`config.mk`:
```
export PLATFORM = sky130hd
export DESIGN_NAME = wb_arbiter
export DESIGN_NICKNAME = d
export VERILOG_FILES = /design/src/rtl/wb_pkg.sv /design/src/rtl/wb_starve_ctr.sv /design/src/rtl/wb_arbiter.sv
export SDC_FILE = /design/constraint.sdc
export NUM_CORES = 1
export LEC_CHECK = 0
export CAP_MARGIN = 20
export CORE_MARGIN = 5
export CORE_UTILIZATION = 55
export DETAILED_ROUTE_END_ITERATION = 8
export DONT_BUFFER_PORTS = 1
export GPL_TIMING_DRIVEN = 0
export PLACE_DENSITY = 0.7
export SLEW_MARGIN = 15
export SYNTH_ARGS = -nofsm -noshare
export SYNTH_HDL_FRONTEND = slang
export SYNTH_SLANG_ARGS = --single-unit
```
`constraint.sdc`:
```
create_clock -name clk -period 4.5 [get_ports clk]
set_input_delay 0.45 -clock clk [delete_from_list [all_inputs] [get_ports clk]]
set_output_delay 0.45 -clock clk [all_outputs]
set_load 0.03 [all_outputs]
```
`src/rtl/wb_pkg.sv`:
```
// Shared types for the writeback arbiter: source ids and request bundle.
// Request data lanes are WB_XLEN wide; the arbiter's XLEN must not exceed it.
package wb_pkg;

   localparam int WB_XLEN = 32;
   localparam int NUM_SRC = 3;
   localparam logic [4:0] REG_X0 = 5'd0;

   typedef enum logic [1:0] {
      SRC_ALU,
      SRC_LSU,
      SRC_MDU
   } src_e;

   typedef struct packed {
      logic               valid;
      logic [4:0]         rd;
      logic [WB_XLEN-1:0] data;
   } wb_req_t;

endpackage

```
`src/rtl/wb_starve_ctr.sv`:
```
// Saturating starvation counter; urgent once a source has been denied
// LIMIT consecutive cycles.
module wb_starve_ctr #(
   parameter int LIMIT = 4,
   parameter int CNT_W = $clog2(LIMIT + 1)
) (
   input  logic clk,
   input  logic reset_n,
   input  logic denied,
   input  logic clear,
   output logic urgent
);

   localparam logic [CNT_W-1:0] MAX = CNT_W'(LIMIT);

   logic [CNT_W-1:0] cnt;

   always_ff @(posedge clk) begin
      if (!reset_n) begin
         cnt <= '0;
      end else if (clear) begin
         cnt <= '0;
      end else if (denied && cnt != MAX) begin
         cnt <= cnt + CNT_W'(1);
      end
   end

   assign urgent = (cnt == MAX);

endmodule

```
`src/rtl/wb_arbiter.sv`:
```
// Writeback arbiter: merges ALU/LSU/MDU results onto two registered
// regfile write ports with urgency, fixed ALU priority and LSU/MDU round-robin.
module wb_arbiter
   import wb_pkg::*;
#(
   parameter int XLEN         = 32,
   parameter int STARVE_LIMIT = 4,
   localparam int CNT_W       = $clog2(STARVE_LIMIT + 1)
) (
   input  logic            clk,
   input  logic            reset_n,
   input  logic            alu_valid,
   output logic            alu_ready,
   input  logic [4:0]      alu_rd,
   input  logic [XLEN-1:0] alu_data,
   input  logic            lsu_valid,
   output logic            lsu_ready,
   input  logic [4:0]      lsu_rd,
   input  logic [XLEN-1:0] lsu_data,
   input  logic            mdu_valid,
   output logic            mdu_ready,
   input  logic [4:0]      mdu_rd,
   input  logic [XLEN-1:0] mdu_data,
   output logic            we3,
   output logic [4:0]      wa3,
   output logic [XLEN-1:0] wd3,
   output logic            we4,
   output logic [4:0]      wa4,
   output logic [XLEN-1:0] wd4
);

   wb_req_t              req [NUM_SRC];
   logic [NUM_SRC-1:0]   cand;
   logic [NUM_SRC-1:0]   grant;
   src_e                 order [NUM_SRC];
   src_e                 p3_src;
   src_e                 p4_src;
   logic                 p3_hit;
   logic                 p4_hit;
   logic                 lsu_urgent;
   logic                 mdu_urgent;
   logic                 lsu_denied;
   logic                 mdu_denied;
   logic                 rr_mdu_first;

   always_comb begin
      req[SRC_ALU] = '{valid: alu_valid, rd: alu_rd,
                       data: WB_XLEN'(alu_data)};
      req[SRC_LSU] = '{valid: lsu_valid, rd: lsu_rd,
                       data: WB_XLEN'(lsu_data)};
      req[SRC_MDU] = '{valid: mdu_valid, rd: mdu_rd,
                       data: WB_XLEN'(mdu_data)};
      for (int i = 0; i < NUM_SRC; i++) begin
         cand[i] = reset_n && req[i].valid && (req[i].rd != REG_X0);
      end
   end

   always_comb begin
      order[0] = SRC_ALU;
      order[1] = SRC_LSU;
      order[2] = SRC_MDU;
      unique case (1'b1)
         lsu_urgent && mdu_urgent: begin
            order[0] = SRC_LSU;
            order[1] = SRC_MDU;
            order[2] = SRC_ALU;
         end
         lsu_urgent && !mdu_urgent: begin
            order[0] = SRC_LSU;
            order[1] = SRC_ALU;
            order[2] = SRC_MDU;
         end
         !lsu_urgent && mdu_urgent: begin
            order[0] = SRC_MDU;
            order[1] = SRC_ALU;
            order[2] = SRC_LSU;
         end
         !lsu_urgent && !mdu_urgent && !rr_mdu_first: begin
            order[0] = SRC_ALU;
            order[1] = SRC_LSU;
            order[2] = SRC_MDU;
         end
         !lsu_urgent && !mdu_urgent && rr_mdu_first: begin
            order[0] = SRC_ALU;
            order[1] = SRC_MDU;
            order[2] = SRC_LSU;
         end
      endcase
   end

   // Second grant must not target the same register as the first.
   always_comb begin
      grant  = '0;
      p3_src = SRC_ALU;
      p4_src = SRC_ALU;
      p3_hit = 1'b0;
      p4_hit = 1'b0;
      for (int i = 0; i < NUM_SRC; i++) begin
         if (cand[order[i]] && !p4_hit) begin
            if (!p3_hit) begin
               grant[order[i]] = 1'b1;
               p3_hit          = 1'b1;
               p3_src          = order[i];
            end else if (req[order[i]].rd != req[p3_src].rd) begin
               grant[order[i]] = 1'b1;
               p4_hit          = 1'b1;
               p4_src          = order[i];
            end
         end
      end
   end

   assign alu_ready = reset_n && alu_valid &&
                      ((alu_rd == REG_X0) || grant[SRC_ALU]);
   assign lsu_ready = reset_n && lsu_valid &&
                      ((lsu_rd == REG_X0) || grant[SRC_LSU]);
   assign mdu_ready = reset_n && mdu_valid &&
                      ((mdu_rd == REG_X0) || grant[SRC_MDU]);

   assign lsu_denied = cand[SRC_LSU] && !grant[SRC_LSU];
   assign mdu_denied = cand[SRC_MDU] && !grant[SRC_MDU];

   wb_starve_ctr #(
      .LIMIT (STARVE_LIMIT),
      .CNT_W (CNT_W)
   ) u_lsu_ctr (
      .clk     (clk),
      .reset_n (reset_n),
      .denied  (lsu_denied),
      .clear   (!cand[SRC_LSU] || grant[SRC_LSU]),
      .urgent  (lsu_urgent)
   );

   wb_starve_ctr #(
      .LIMIT (STARVE_LIMIT),
      .CNT_W (CNT_W)
   ) u_mdu_ctr (
      .clk     (clk),
      .reset_n (reset_n),
      .denied  (mdu_denied),
      .clear   (!cand[SRC_MDU] || grant[SRC_MDU]),
      .urgent  (mdu_urgent)
   );

   always_ff @(posedge clk) begin
      if (!reset_n) begin
         rr_mdu_first <= 1'b0;
      end else if (grant[SRC_LSU] && mdu_denied) begin
         rr_mdu_first <= 1'b1;
      end else if (grant[SRC_MDU] && lsu_denied) begin
         rr_mdu_first <= 1'b0;
      end
   end

   always_ff @(posedge clk) begin
      if (!reset_n) begin
         we3 <= 1'b0;
         wa3 <= '0;
         wd3 <= '0;
         we4 <= 1'b0;
         wa4 <= '0;
         wd4 <= '0;
      end else begin
         we3 <= p3_hit;
         we4 <= p4_hit;
         if (p3_hit) begin
            wa3 <= req[p3_src].rd;
            wd3 <= XLEN'(req[p3_src].data);
         end
         if (p4_hit) begin
            wa4 <= req[p4_src].rd;
            wd4 <= XLEN'(req[p4_src].data);
         end
      end
   end

endmodule

```
==> summary.txt <==
Detailed routing
  • Post-DRT Antenna Nets: 0
  • Vias per cell: about 6.7
  • Drt pass-1 iters: 5
  • DR DRC count: 0
  • Starting DRT DRC Count: 573
  • Final WL: around 19000 um
  • DR WL/cell: ~24 um
  • Via count: about 5400

Placed design
  • Routability Congestion: roughly 0.97
  • Worst slack, placed: -487.3 ps
  • Port-buffer cells: 0
  • Post-DP HPWL: around 14000 um

Synth
  • Synth top area cells: dfxtp_1 30%, mux2i_1 14%, a22oi_2 6.8%, a22o_1 6.2%, a21oi_1 5.3%
  • Synthesized area: between 0.005 and 0.006 mm^2
  • Yosys reg bits: 83
  • Seq/Total Area, Yosys: between 30% and 40%
  • Area leader, netlist: dfxtp_1
  • Syn Area/Cell: 8.744 um^2
  • Net Count, Synth: ~750
  • Post-synth EDFFs: 0
  • Synth cell types: 66
  • Post-synthesis cell count: 630
  • Async set or reset register ratio after synthesis: 0%
  • Top cell type's share of synthesized area: 30.16%
  • Synth warnings: 0
  • Most used DFF post-synth: dfxtp_1

Global routing
  • Pin count of the biggest net entering global routing: 14
  • Global-route wire length before repair: around 29000 um
  • Gr usage total: between 30% and 40%
  • Met3 Use GR: roughly a tenth
  • GR peak layer: met2
  • Grt met1 use: between 30% and 40%
  • Vias in the first global route: approximately 5300
  • Total grt overflow: 0
  • GRT met2 Usage: around half
  • Initial antenna violation count: 0

Timing
  • Setup violators final: 2
  • Worst hold slack: around 230 ps
  • Final Hold Fails: 0
  • Max-slew violations: 0
  • Fin worst setup slack: -172.4 ps
  • F_max: 214.0 MHz
  • Slew @ Worst Pin: about 760 ps
  • Final min period: about 4700 ps
  • Final worst path period share: 103.8%
  • RSZ-0062 raised after global routing: true
  • Max-slew headroom: 49.03%
  • Final Skew: around 10 ps

Layout
  • Area Overhead vs Synth: 16.15%
  • Final net count: 787
  • Layout cells sized above 1: a little over a fifth
  • Util after Layout: 65.46%
  • N_diodes: 0

Clock tree
  • Clk_lat worst skew: around 360 ps
  • CTS Hold Bufs: 0
  • CTS tree: yes
  • CTS Buf Count: 9
  • CTS clock-pin slew for the worst setup and hold paths: approximately 90 ps
  • # clock sinks: between 80 and 90
  • CTS max path bufs: 2
  • CTS root buffer: clkbuf_8
  • CTS H-tree depth: 3

Power and ir drop
  • Final Total Pwr: between 0.002 and 0.0025 W
  • VDD IR max: roughly 0.2 mV
  • Leakage power: around 2.5 nW
  • P per Cell Area: ~340 mW/mm^2

Die
  • I/O pins: between 150 and 200
  • Row cnt: 36
  • Die Y: 110.1 um
  • DIE AREA: roughly 0.012 mm^2
  • Initial Utilization: 56.36%
  • Core ar.: about 0.0098 mm^2
  • Die width: approximately 110 um

Setup path
  • WP data arrival: about 4200 ps
  • Crit Path Class: reg2out
  • CP max FO: 10
  • Critical Path RT: 4050 ps
  • Worst Setup End Kind: primary output
  • Startpoint Class: register

Hold path
  • Min-delay worst type: in2reg

Run status
  • Failing checks: negative setup slack
  • Status: finished, violations left

Flow run
  • Max_cap viols: 0
## power breakdown
| group | switching, W | internal (W) |
|---|---|---|
| clock | 0.000273 | 0.000323 |
| combinational | 0.000248 | 0.000198 |
| sequential | 0.000275 | 0.000833 |
| total | 0.000796 | 0.00135 |
## through the flow
stage / instance area (um^2) / std cells / setup TNS (ps)
CTS: 6237 / 794 / -58.72
floorplan: 5517 / 630 / 0
global placement: 5683 / 763 / -10990
global route: 6399 / 799 / -515.8
detailed placement: 5683 / 763 / -13030
finish: 6399 / 799 / -186.7
## worst paths after layout
check / start / end / slack, ps / cells past startpoint
max: u_lsu_ctr.cnt[0] / alu_ready / -170 / 17
min: mdu_data[10] / wd4[10] / 230 / 2
max reg2reg: u_lsu_ctr.cnt[0] / wd4[20] / 220 / 20
min reg2reg: u_mdu_ctr.cnt[1] / u_mdu_ctr.cnt[1] / 480 / 2
## per-layer routing
metal  share of wire (%)  vias to the layer above  wire (um)
met5                   0                        -          0
met4                 2.6                        0        494
met3                  12                       52       2317
met2                  48                      302       9276
met1                  37                     2569       7089
li1                    -                     2444          -
## flip-flops by register name, indices dropped and copies added, names as in the netlist
| name | cells |
|---|---|
| rr_mdu_first | 1 |
| u_lsu_ctr.cnt | 3 |
| u_mdu_ctr.cnt | 3 |
| wa3 | 5 |
| wa4 | 5 |
| wd3 | 32 |
| wd4 | 32 |
| we3 | 1 |
| we4 | 1 |
## Yosys cell counts, types with 4 or more instances
library cell and number:
nor2_1 55, nand2b_1 6, buf_4 5, o21ai_1 32, xor2_1 7, a22oi_2 30
o211ai_1 4, nor4_1 4, a2111oi_0 4, nand2_1 35, ha_1 8, nand3_1 7
o21ai_0 17, a21oi_1 58, buf_6 6, a22o_1 39, buf_2 12, dfxtp_1 83
buf_1 5, a22oi_1 7, inv_1 22, a211oi_1 6, nor3_1 8, or3_1 7
clkbuf_1 21, mux2i_1 78
## timing repair
item,in CTS,in global routing
resized for setup,48,23
cloned,1,0
endpoints found under the setup margin,43,37
pin swaps,16,14
setup buffers,17,6
## cells in the final DEF (no fill, tap or decap), drive strengths merged, types with 3 or more instances in the layout
| master | n |
|---|---|
| nand3 | 7 |
| a221o | 3 |
| o211ai | 4 |
| a211oi | 7 |
| a2111oi | 5 |
| o41ai | 3 |
| nand2 | 35 |
| o22ai | 4 |
| a221oi | 3 |
| a21oi | 58 |
| o221ai | 3 |
| o21ai | 49 |
| or3 | 8 |
| xor2 | 7 |
| dfxtp | 83 |
| a22oi | 37 |
| nand2b | 6 |
| ha | 8 |
| inv | 22 |
| xnor2 | 3 |
| mux2i | 78 |
| clkbuf | 30 |
| a22o | 39 |
| a21boi | 3 |
| nor4 | 5 |
| nor2 | 56 |
| nor3 | 10 |
| buf | 51 |
| nor2b | 3 |
| nor4b | 3 |
| and2 | 3 |
## critical path, stage by stage, from the launching register on
cell	delay, ps
dfxtp_2	340
inv_1	50
ha_2	180
nand2_2	80
inv_2	60
ha_4	260
buf_6	110
nor2b_4	170
nor4_4	70
and2_1	170
buf_6	150
o41ai_4	600
a311oi_4	70
o21a_1	260
o2111ai_4	260
nor3_4	90
or4b_4	560
a41oi_4	370
## kinds of logic after synthesis
| logic type | Yosys count | share of synthesized area (%) |
|---|---|---|
| buffers and inverters | 71 | 6.269 |
| flip-flops | 83 | 30.16 |
| multiplexers | 78 | 14.17 |
| AO/OA/AOI/OAI | 238 | 33.41 |
| XOR/XNOR | 10 | 1.590 |
| AND/OR/NAND/NOR | 142 | 12.58 |
| adder cells (fa/ha/maj) | 8 | 1.817 |
## area by class of cell
class / count / area (um^2)
tap: 133 / 166.4
inverter: 22 / 82.58
timing repair buffer: 23 / 182.7
buffer: 48 / 290.3
clock inverter: 4 / 76.32
fill: 837 / 3376
sequential: 83 / 1665
multi-input combinational: 476 / 3797
clock buffer: 10 / 137.6
(Power assumes the default switching activity.)
